===== src/rtl/ysyx_22050243_rf_wr_arb.sv =====
// GPR write-port arbiter: in-order WB vs. long-latency (mul/div, uncached load) results,
// with a small LL result FIFO, a pending-destination scoreboard and a starvation escalator.
module ysyx_22050243_rf_wr_arb #(
    parameter int LL_DEPTH   = 2,
    parameter int STARVE_MAX = 4
) (
    input  logic        clk,
    input  logic        rst,
    input  logic        wb_wen,
    input  logic [4:0]  wb_rd,
    input  logic [63:0] wb_wdata,
    input  logic        ll_valid,
    output logic        ll_ready,
    input  logic [4:0]  ll_rd,
    input  logic [63:0] ll_wdata,
    input  logic        sb_set,
    input  logic [4:0]  sb_set_rd,
    input  logic [4:0]  sb_rs1,
    input  logic [4:0]  sb_rs2,
    input  logic [4:0]  sb_rd,
    output logic        sb_busy,
    output logic        ll_prio_req,
    output logic        rf_wen,
    output logic [4:0]  rf_waddr,
    output logic [63:0] rf_wdata,
    output logic        arb_err,
    output logic        dbg_state
);

    localparam int PTR_W = (LL_DEPTH > 1) ? $clog2(LL_DEPTH) : 1;
    localparam int CNT_W = PTR_W + 1;
    localparam int SC_W  = $clog2(STARVE_MAX) + 1;

    typedef enum logic {
        ST_NORM = 1'b0,
        ST_PRIO = 1'b1
    } starve_state_t;

    // ------------------------------------------------------------------
    // LL result FIFO
    // ------------------------------------------------------------------
    logic [4:0]       q_rd   [LL_DEPTH];
    logic [63:0]      q_data [LL_DEPTH];
    logic [PTR_W-1:0] wr_ptr;
    logic [PTR_W-1:0] rd_ptr;
    logic [CNT_W-1:0] count;

    logic        empty;
    logic        full;
    logic        wb_win;
    logic        head_pop;
    logic        ll_push;
    logic        bypass;
    logic        fifo_push;
    logic        ll_grant;
    logic [4:0]  grant_rd;
    logic [63:0] grant_data;

    assign empty  = (count == '0);
    assign full   = (count == CNT_W'(LL_DEPTH));
    // A WB write to x0 never occupies the port.
    assign wb_win = wb_wen && (wb_rd != 5'd0);

    // LL handshake: a result transfers on any cycle with ll_valid && ll_ready.
    // ll_ready is high when a slot is free or the head leaves this same cycle;
    // ll_valid may be held low-ready indefinitely without consequence.
    assign head_pop  = !empty && !wb_win;
    assign ll_ready  = !full || head_pop;
    assign ll_push   = ll_valid && ll_ready;
    assign bypass    = empty && ll_push && !wb_win;
    assign fifo_push = ll_push && !bypass;

    assign ll_grant   = head_pop || bypass;
    assign grant_rd   = head_pop ? q_rd[rd_ptr]   : ll_rd;
    assign grant_data = head_pop ? q_data[rd_ptr] : ll_wdata;

    always_ff @(posedge clk) begin
        if (fifo_push) begin
            q_rd[wr_ptr]   <= ll_rd;
            q_data[wr_ptr] <= ll_wdata;
        end
    end

    always_ff @(posedge clk) begin
        if (rst) begin
            wr_ptr <= '0;
            rd_ptr <= '0;
            count  <= '0;
        end else begin
            if (fifo_push) begin
                wr_ptr <= wr_ptr + PTR_W'(1);
            end
            if (head_pop) begin
                rd_ptr <= rd_ptr + PTR_W'(1);
            end
            case ({fifo_push, head_pop})
                2'b10:   count <= count + CNT_W'(1);
                2'b01:   count <= count - CNT_W'(1);
                default: count <= count;
            endcase
        end
    end

    // ------------------------------------------------------------------
    // Register-file write port (one-cycle latency from grant)
    // ------------------------------------------------------------------
    always_ff @(posedge clk) begin
        if (rst) begin
            rf_wen   <= 1'b0;
            rf_waddr <= 5'd0;
            rf_wdata <= 64'd0;
        end else if (wb_win) begin
            rf_wen   <= 1'b1;
            rf_waddr <= wb_rd;
            rf_wdata <= wb_wdata;
        end else if (ll_grant) begin
            // An x0 LL entry still spends its grant slot but never writes.
            rf_wen   <= (grant_rd != 5'd0);
            rf_waddr <= grant_rd;
            rf_wdata <= grant_data;
        end else begin
            rf_wen   <= 1'b0;
        end
    end

    // ------------------------------------------------------------------
    // Pending-destination scoreboard
    // ------------------------------------------------------------------
    logic [31:0] pend;
    logic [31:0] pend_next;

    always_comb begin
        pend_next = pend;
        if (ll_grant) begin
            pend_next[grant_rd] = 1'b0;
        end
        // A new producer issued in the retiring cycle keeps the bit set.
        if (sb_set) begin
            pend_next[sb_set_rd] = 1'b1;
        end
        pend_next[0] = 1'b0;
    end

    always_ff @(posedge clk) begin
        if (rst) begin
            pend <= 32'd0;
        end else begin
            pend <= pend_next;
        end
    end

    assign sb_busy = pend[sb_rs1] | pend[sb_rs2] | pend[sb_rd];

    // ------------------------------------------------------------------
    // Protocol-violation flag (sticky until reset)
    // ------------------------------------------------------------------
    logic sb_dup;
    logic wb_waw;
    logic ll_orphan;
    logic err_set;

    // Re-issuing a destination whose old producer retires this cycle is legal.
    assign sb_dup    = sb_set && pend[sb_set_rd] && !(ll_grant && (grant_rd == sb_set_rd));
    assign wb_waw    = wb_win && pend[wb_rd];
    assign ll_orphan = ll_push && (ll_rd != 5'd0) && !pend[ll_rd];
    assign err_set   = sb_dup || wb_waw || ll_orphan;

    always_ff @(posedge clk) begin
        if (rst) begin
            arb_err <= 1'b0;
        end else if (err_set) begin
            arb_err <= 1'b1;
        end
    end

    // ------------------------------------------------------------------
    // Starvation FSM: state register / next-state / outputs
    // ------------------------------------------------------------------
    starve_state_t    state;
    starve_state_t    state_next;
    logic [SC_W-1:0]  starve_cnt;
    logic [SC_W-1:0]  starve_cnt_next;
    logic             head_blocked;

    assign head_blocked = !empty && wb_win;

    always_ff @(posedge clk) begin
        if (rst) begin
            state      <= ST_NORM;
            starve_cnt <= '0;
        end else begin
            state      <= state_next;
            starve_cnt <= starve_cnt_next;
        end
    end

    always_comb begin
        state_next      = state;
        starve_cnt_next = starve_cnt;
        case (state)
            ST_NORM: begin
                if (head_blocked) begin
                    if (starve_cnt == SC_W'(STARVE_MAX - 1)) begin
                        state_next      = ST_PRIO;
                        starve_cnt_next = '0;
                    end else begin
                        starve_cnt_next = starve_cnt + SC_W'(1);
                    end
                end else begin
                    starve_cnt_next = '0;
                end
            end
            ST_PRIO: begin
                starve_cnt_next = '0;
                if (head_pop) begin
                    state_next = ST_NORM;
                end
            end
            default: begin
                state_next      = ST_NORM;
                starve_cnt_next = '0;
            end
        endcase
    end

    always_comb begin
        ll_prio_req = (state == ST_PRIO);
        dbg_state   = state;
    end

endmodule

===== config.mk =====
export PLATFORM = sky130hd
export DESIGN_NAME = ysyx_22050243_rf_wr_arb
export DESIGN_NICKNAME = d
export VERILOG_FILES = /design/src/rtl/ysyx_22050243_rf_wr_arb.sv
export SDC_FILE = /design/constraint.sdc
export NUM_CORES = 1
export LEC_CHECK = 0
export CORE_MARGIN = 1.5
export CORE_UTILIZATION = 52
export CTS_CLUSTER_DIAMETER = 40
export CTS_CLUSTER_SIZE = 10
export DETAILED_ROUTE_END_ITERATION = 12
export PLACE_DENSITY = 0.87
export RECOVER_POWER = 100
export SLEW_MARGIN = 0
export SYNTH_ARGS = -nofsm -noshare
export SYNTH_HDL_FRONTEND = slang
export SYNTH_SLANG_ARGS = --single-unit
export TNS_END_PERCENT = 1

===== constraint.sdc =====
create_clock -name clk -period 8.35 [get_ports clk]
set_clock_uncertainty 0.05 [all_clocks]
set_input_delay 2.0875 -clock clk [delete_from_list [all_inputs] [get_ports clk]]
set_output_delay 2.0875 -clock clk [all_outputs]
set_load 0.005 [all_outputs]

**Word-level counts from Yosys, hierarchy flattened**

Memory sizes are Yosys's and may differ from the RTL's. A register that Yosys moved wholly into a read port is not among the register bits.
Index checks and enable logic that the tools add are counted.
Widths: inputs -> output; s select.

- Register bits after elaboration: 111
- Latch bits: 0
- Memory bits (writable): 138
- ROM bits: 0
- Input port bits: 163
- Output and inout bits: 75
- Word-level logic and storage cells: 109
- Memories: 2

Memories:

| memory | words | width | rd ports | clocked after Yosys merged registers in | write ports | line | text |
|---|---|---|---|---|---|---|---|
| q_data | 2 | 64 | 1 | 1 | 1 | 43 | `logic [63:0] q_data [LL_DEPTH];` |
| q_rd | 2 | 5 | 1 | 1 | 1 | 42 | `logic [4:0] q_rd [LL_DEPTH];` |

- Add/sub/neg operators: 5
- Multiply operators: 0
- Div/mod/pow operators: 0
- $lt $le $gt $ge: 9
- Eq/ne operators: 5
- Shift-type cells: 0
- Mux-type cells: 40
- Bitwise logic cells: 6
- Reductions and logical operators: 31

Operators by type and width:

| kind | number |
|---|---|
| $mux 64 | 3 |
| $mux 32 | 2 |
| $lt 5x6->1 const B | 7 |
| $and 32x32->32 | 1 |
| $not 32->32 | 1 |
| $or 32x32->32 | 1 |
| $bmux 1 s5 | 6 |
| $mux 1 | 19 |
| $logic_and 1x1->1 | 15 |
| $mux 5 | 3 |
| $reduce_bool 5->1 | 3 |
| $demux 1 s5 | 2 |
| $ge 5x1->1 const B | 2 |
| $logic_not 1->1 | 6 |
| $mux 3 | 2 |
| $pmux 3 s2 | 1 |
| $eq 5x5->1 | 1 |
| $eq 2x2->1 const B | 2 |
| $logic_or 1x1->1 | 4 |
| $pmux 2 s2 | 1 |
| $reduce_bool 2->1 | 2 |
| $add 3x1->3 const B | 1 |
| $eq 3x2->1 const B | 1 |
| $add 1x1->1 const B | 2 |
| other kinds (7) | 8 |

**Depth between registers and ports, before layout**

- Word-level depth: 14
- Gate-level depth with buffers: 9
- Gate-level depth less buffers: 8

**Worst setup path after synthesis**

No wires, ideal clock.

- Path kind: input to register
- Start point: input ll_valid
- End point: memory q_data[0][0], enable pin
- Setup time: 497 ps
- Data arrival time: 6216 ps
- Data required time: 7803 ps
- Path slack: 1587 ps
- Cell stages on the path: 6
- Path buffers: 3
- Path through: clkbuf_1 clkbuf_1 clkbuf_1 o31a_1 o21ai_0 nor2_1

- Word-level cells in the longest chain between the ends: 7

RTL lines:

| element | line | text |
|---|---|---|
| from (decl) | 12 | `input logic ll_valid,` |
| $logic_and 1x1->1 (*) | 69 | `assign ll_push = ll_valid && ll_ready;` |
| $logic_and 1x1->1 (2 in series) | 70 | `assign bypass = empty && ll_push && !wb_win;` |
| $logic_not 1->1 | 71 | `assign fifo_push = ll_push && !bypass;` |
| $logic_and 1x1->1 (*) | 71 |  |
| $mux 1 (*) | 78 | `if (fifo_push) begin` |
| $mux 1 (not written as such) (*) | 80 | `q_data[wr_ptr] <= ll_wdata;` |
| to (decl) | 43 |  |

Mark *: on every way between the ends. The rest lies on a longest branch, timed or not.

**Final worst setup path**

- Start point: input wb_rd[0]
- End point: register pend[17]

- Word-level cells in the longest chain between the ends: 14
- Elaborated cells between the ends (all ways): 20
- Classes of those cells: order compare: 2; mux: 5; bitwise: 3; reduce/logical: 10

RTL lines:

| element | line | text |
|---|---|---|
| from (decl) | 10 | `input logic [4:0] wb_rd,` |
| $reduce_bool 5->1 (*) | 62 | `assign wb_win = wb_wen && (wb_rd != 5'd0);` |
| $logic_and 1x1->1 (*) | 62 |  |
| $logic_not 1->1 (*) | 67, 70 |  |
| $logic_and 1x1->1 | 67 | `assign head_pop = !empty && !wb_win;` |
| $mux 5 | 74 | `assign grant_rd = head_pop ? q_rd[rd_ptr] : ll_rd;` |
| $lt 5x6->1 (not written as such) or $ge 5x1->1 (tied branches) | 135 | `pend_next[grant_rd] = 1'b0;` |
| $logic_and 1x1->1 (not written as such) | 135 |  |
| $mux 1 (not written as such) | 135 |  |
| $demux 1 s5 | 135 |  |
| $not 32->32 (no source line) | - |  |
| $and 32x32->32 (no source line) | - |  |
| $mux 32 (*) | 134 | `if (ll_grant) begin` |
| $or 32x32->32 (no source line) | - |  |
| $mux 32 (*) | 138 | `if (sb_set) begin` |
| to (signal assigned) | 148 | `pend <= pend_next;` |
| to (decl) | 129 | `logic [31:0] pend;` |

Marks and branches as above.
A chain may end at the register's enable or synchronous reset.

==> out/qor.csv <==
metric;value;unit
CTS Buf Count;35;
Internal;2.909;mW
core area;22710;um2
Adder-Cell Fraction of Synth Area;0.003108;
Longest Clk Path Bufs;3;
Max-Cap Viols;6;
Vias/cell;6.315;
Root Buffer;clkbuf_16;
WHS;396.2;ps
final setup fails;0;
worst setup margin;1234;ps
Nets;1405;
Routability Congestion;0.9304;
post-synthesis async set-or-reset flop share;0;
biggest area consumer among synthesized cells;edfxtp_1;
row count;55;
Simple-Gate Fraction of Synth Area;0.1067;
Mapped Area;12080;um2
average size of a mapped cell;11.59;um2
Post-Route WL;34120;um
Hold Path Stages;1;
drt pass-1 iters;5;
synthesized flop and latch total;249;
TritonCTS clock tree;done;
DRT antenna net count;0;
worst vdd ir;0.1800;mV
data arrival time at the worst-slack endpoint;7490;ps
dpl hpwl;21890;um
R2R setup slack;3500;ps
mux share of post-synthesis cell area;0.1645;
main combinational cell family by area after synthesis;multiplexers;
Sink Count;249;
Tmin final;7116;ps
grt ovf;0;
post-synth cell types;54;
synth top area cells;edfxtp_1 34%, dfxtp_1 18%, mux4_2 8.9%;
largest net degree at the start of global routing;99;
final worst path period share;0.8522;
Crit. End Element;flip-flop;
layout cell share with drive strength beyond 1;0.09558;
Synthesized Nets;1208;
GRT Total Usage;0.2785;
first-pass GRT wire length;52580;um
Sequential Power Share;0.375;
Resize count post-CTS;0;
RSZ-0062 raised after global routing;no;
Slew HR;-0.6768;
Worst Path Required;8720;ps
Place WS;1559;ps
Clk network pwr share;0.338;
hold endpoint;starve_cnt[0];
DR iter-0 viols;903;
XOR/XNOR share of the synthesized area;0.006526;
failing checks;max-capacitance violations, max-slew violations;
P_leak;5.426;nW
DR DRC count;0;
Final Hold Fails;0;
number of I/O pins;238;
CP startpoint;wb_rd[0];
Power per Cell Area;268.8;nW/um2
port bufs;237;
Psw;1.298;mW
DR WL/cell;21.91;um
Core Util, Final;0.6891;
Skew-Pair Late Insertion Delay;510;ps
Setup TNS;0;ps
sw frac;0.3085;
reg-to-reg startpoint;count[0];
vias in the first global route;9610;
Max Clock Freq;0.1405;GHz
DR vias;9833;
multi-input logic area;5314;um2
post-synth top area share;0.3431;
Area Overhead vs Synth;29.56;%
Initial Util;0.5319;
outcome;complete, but fails checks;
worst reg2reg path endpoint;q_data[0][61];
post-CTS setup buffers;0;
combinational power share;0.287;
top_reg_cell synth;edfxtp_1;
R2R depth;5;
Synth Instances;1042;
crit-path max FO;75;
die area;24150;um2
number of synthesized flops with an enable pin;138;
measured slew at the worst slew-check pin;2515;ps
initial antenna violation count;7;
Hold Crit Start;starve_cnt[0];
Post-CTS Hold Buffers;0;
fillers;1591;
Synthesis Warnings;0;
register area;6370;um2
Compound-Gate Fraction of Synth Area;0.1605;
Final Slew Violations;266;
CTS H-Tree Depth;2;
worst hold path class;flip-flop to flip-flop;
Crit Path Class;input port to flip-flop;
Seq/Total Area, Yosys;0.5270;
die width;155.4;um
die height;155.4;um
crit path launch type;input port;
Clock transition at path regs;50;ps
[stage by stage]
| stage | cell area, um2 | instances | power, mW |
|---|---|---|---|
| floorplan | 12080 | 1042 | 2.407 |
| global placement | 14570 | 1487 | 2.788 |
| detailed placement | 14570 | 1487 | 2.831 |
| CTS | 15700 | 1551 | 4.265 |
| global route | 15650 | 1557 | 4.393 |
| finish | 15650 | 1557 | 4.207 |
[per-layer routing]
| metal | vias up | track usage | wire [um] |
|---|---|---|---|
| li1 | 4380 | - | - |
| met1 | 4758 | 0.3583 | 13220 |
| met2 | 569 | 0.4528 | 16180 |
| met3 | 124 | 0.05599 | 3196 |
| met4 | 2 | 0.1351 | 1510 |
| met5 | - | 0 | 14 |
[layout by cell type (no fill, tap or decap), drive strengths merged, types with 7 or more instances in the layout]
cell type | netlist | layout
o21ai | 73 | 73
dlygate4sd3 | 0 | 145
or3 | 7 | 7
nor2b | 99 | 99
a211oi | 131 | 131
mux4 | 48 | 48
a21oi | 70 | 70
edfxtp | 138 | 138
nor2 | 84 | 84
dfxtp | 111 | 111
mux2i | 80 | 80
mux2 | 9 | 9
inv | 10 | 11
nand3 | 8 | 8
clkdlybuf4s50 | 0 | 90
clkbuf | 70 | 59
nand2 | 26 | 26
[Yosys cell counts, drive strengths merged (4+ instances only)]
master	n
edfxtp	138
a211oi	131
dfxtp	111
nor2b	99
nor2	84
mux2i	80
o21ai	73
a21oi	70
clkbuf	70
mux4	48
nand2	26
buf	17
inv	10
mux2	9
nand3	8
or3	7
nand3b	6
xor2	6
nor3	5
o211ai	4
[power groups by stage]
stage / clock network, mW / registers [mW] / logic, mW
2_1_floorplan: 0 / 1.59 / 0.821
3_3_place_gp: 0 / 1.59 / 1.20
3_5_place_dp: 0 / 1.60 / 1.24
4_1_cts: 1.44 / 1.57 / 1.25
5_1_grt: 1.49 / 1.59 / 1.31
6_report: 1.42 / 1.58 / 1.21
[cells by family (layout without fill, tap and decap cells)]
group | Yosys count | in the layout
simple gates | 246 | 246
other cells | 0 | 6
xor+xnor | 9 | 9
flops | 249 | 249
fa+ha+maj | 3 | 3
compound gates | 301 | 301
mux | 137 | 137
buf+inv | 97 | 321
[how the worst max path moves through the flow]
stage,to,slack [ps],cells after the start
after floorplan,q_data[0][0],1590,6
after global placement,sb_busy,1660,6
after detailed placement,sb_busy,1560,6
after CTS,sb_busy,1560,6
after global routing,pend[25],890,9
final,pend[17],1230,9
[worst max-delay path: stages]
cell           delay, ps
dlygate4sd3_1        830
nor3_1               220
a21boi_4             210
clkbuf_1            1800
clkbuf_2            1380
a21oi_1              160
nand2b_1             410
o21ai_0              180
o21ai_0              100
[final cells by class]
cell class,instances,share of cell area
Tap cell,285,0.02279
Clock buffer,53,0.06420
Clock inverter,11,0.008395
Inverter,10,0.002398
Multi-Input combinational cell,696,0.3395
Timing Repair Buffer,247,0.1547
Sequential cell,249,0.4070
Antenna cell,6,0.0009594
[flip-flops by register name, indices dropped and copies added, names as in the netlist, named ones only]
name        cells
pend           31
arb_err         1
rd_ptr          1
q_data        128
count           2
rf_wen          1
dbg_state       1
starve_cnt      3
rf_wdata       64
q_rd           10
rf_waddr        5
wr_ptr          1
Note: power is estimated with default switching activity, not from simulation.
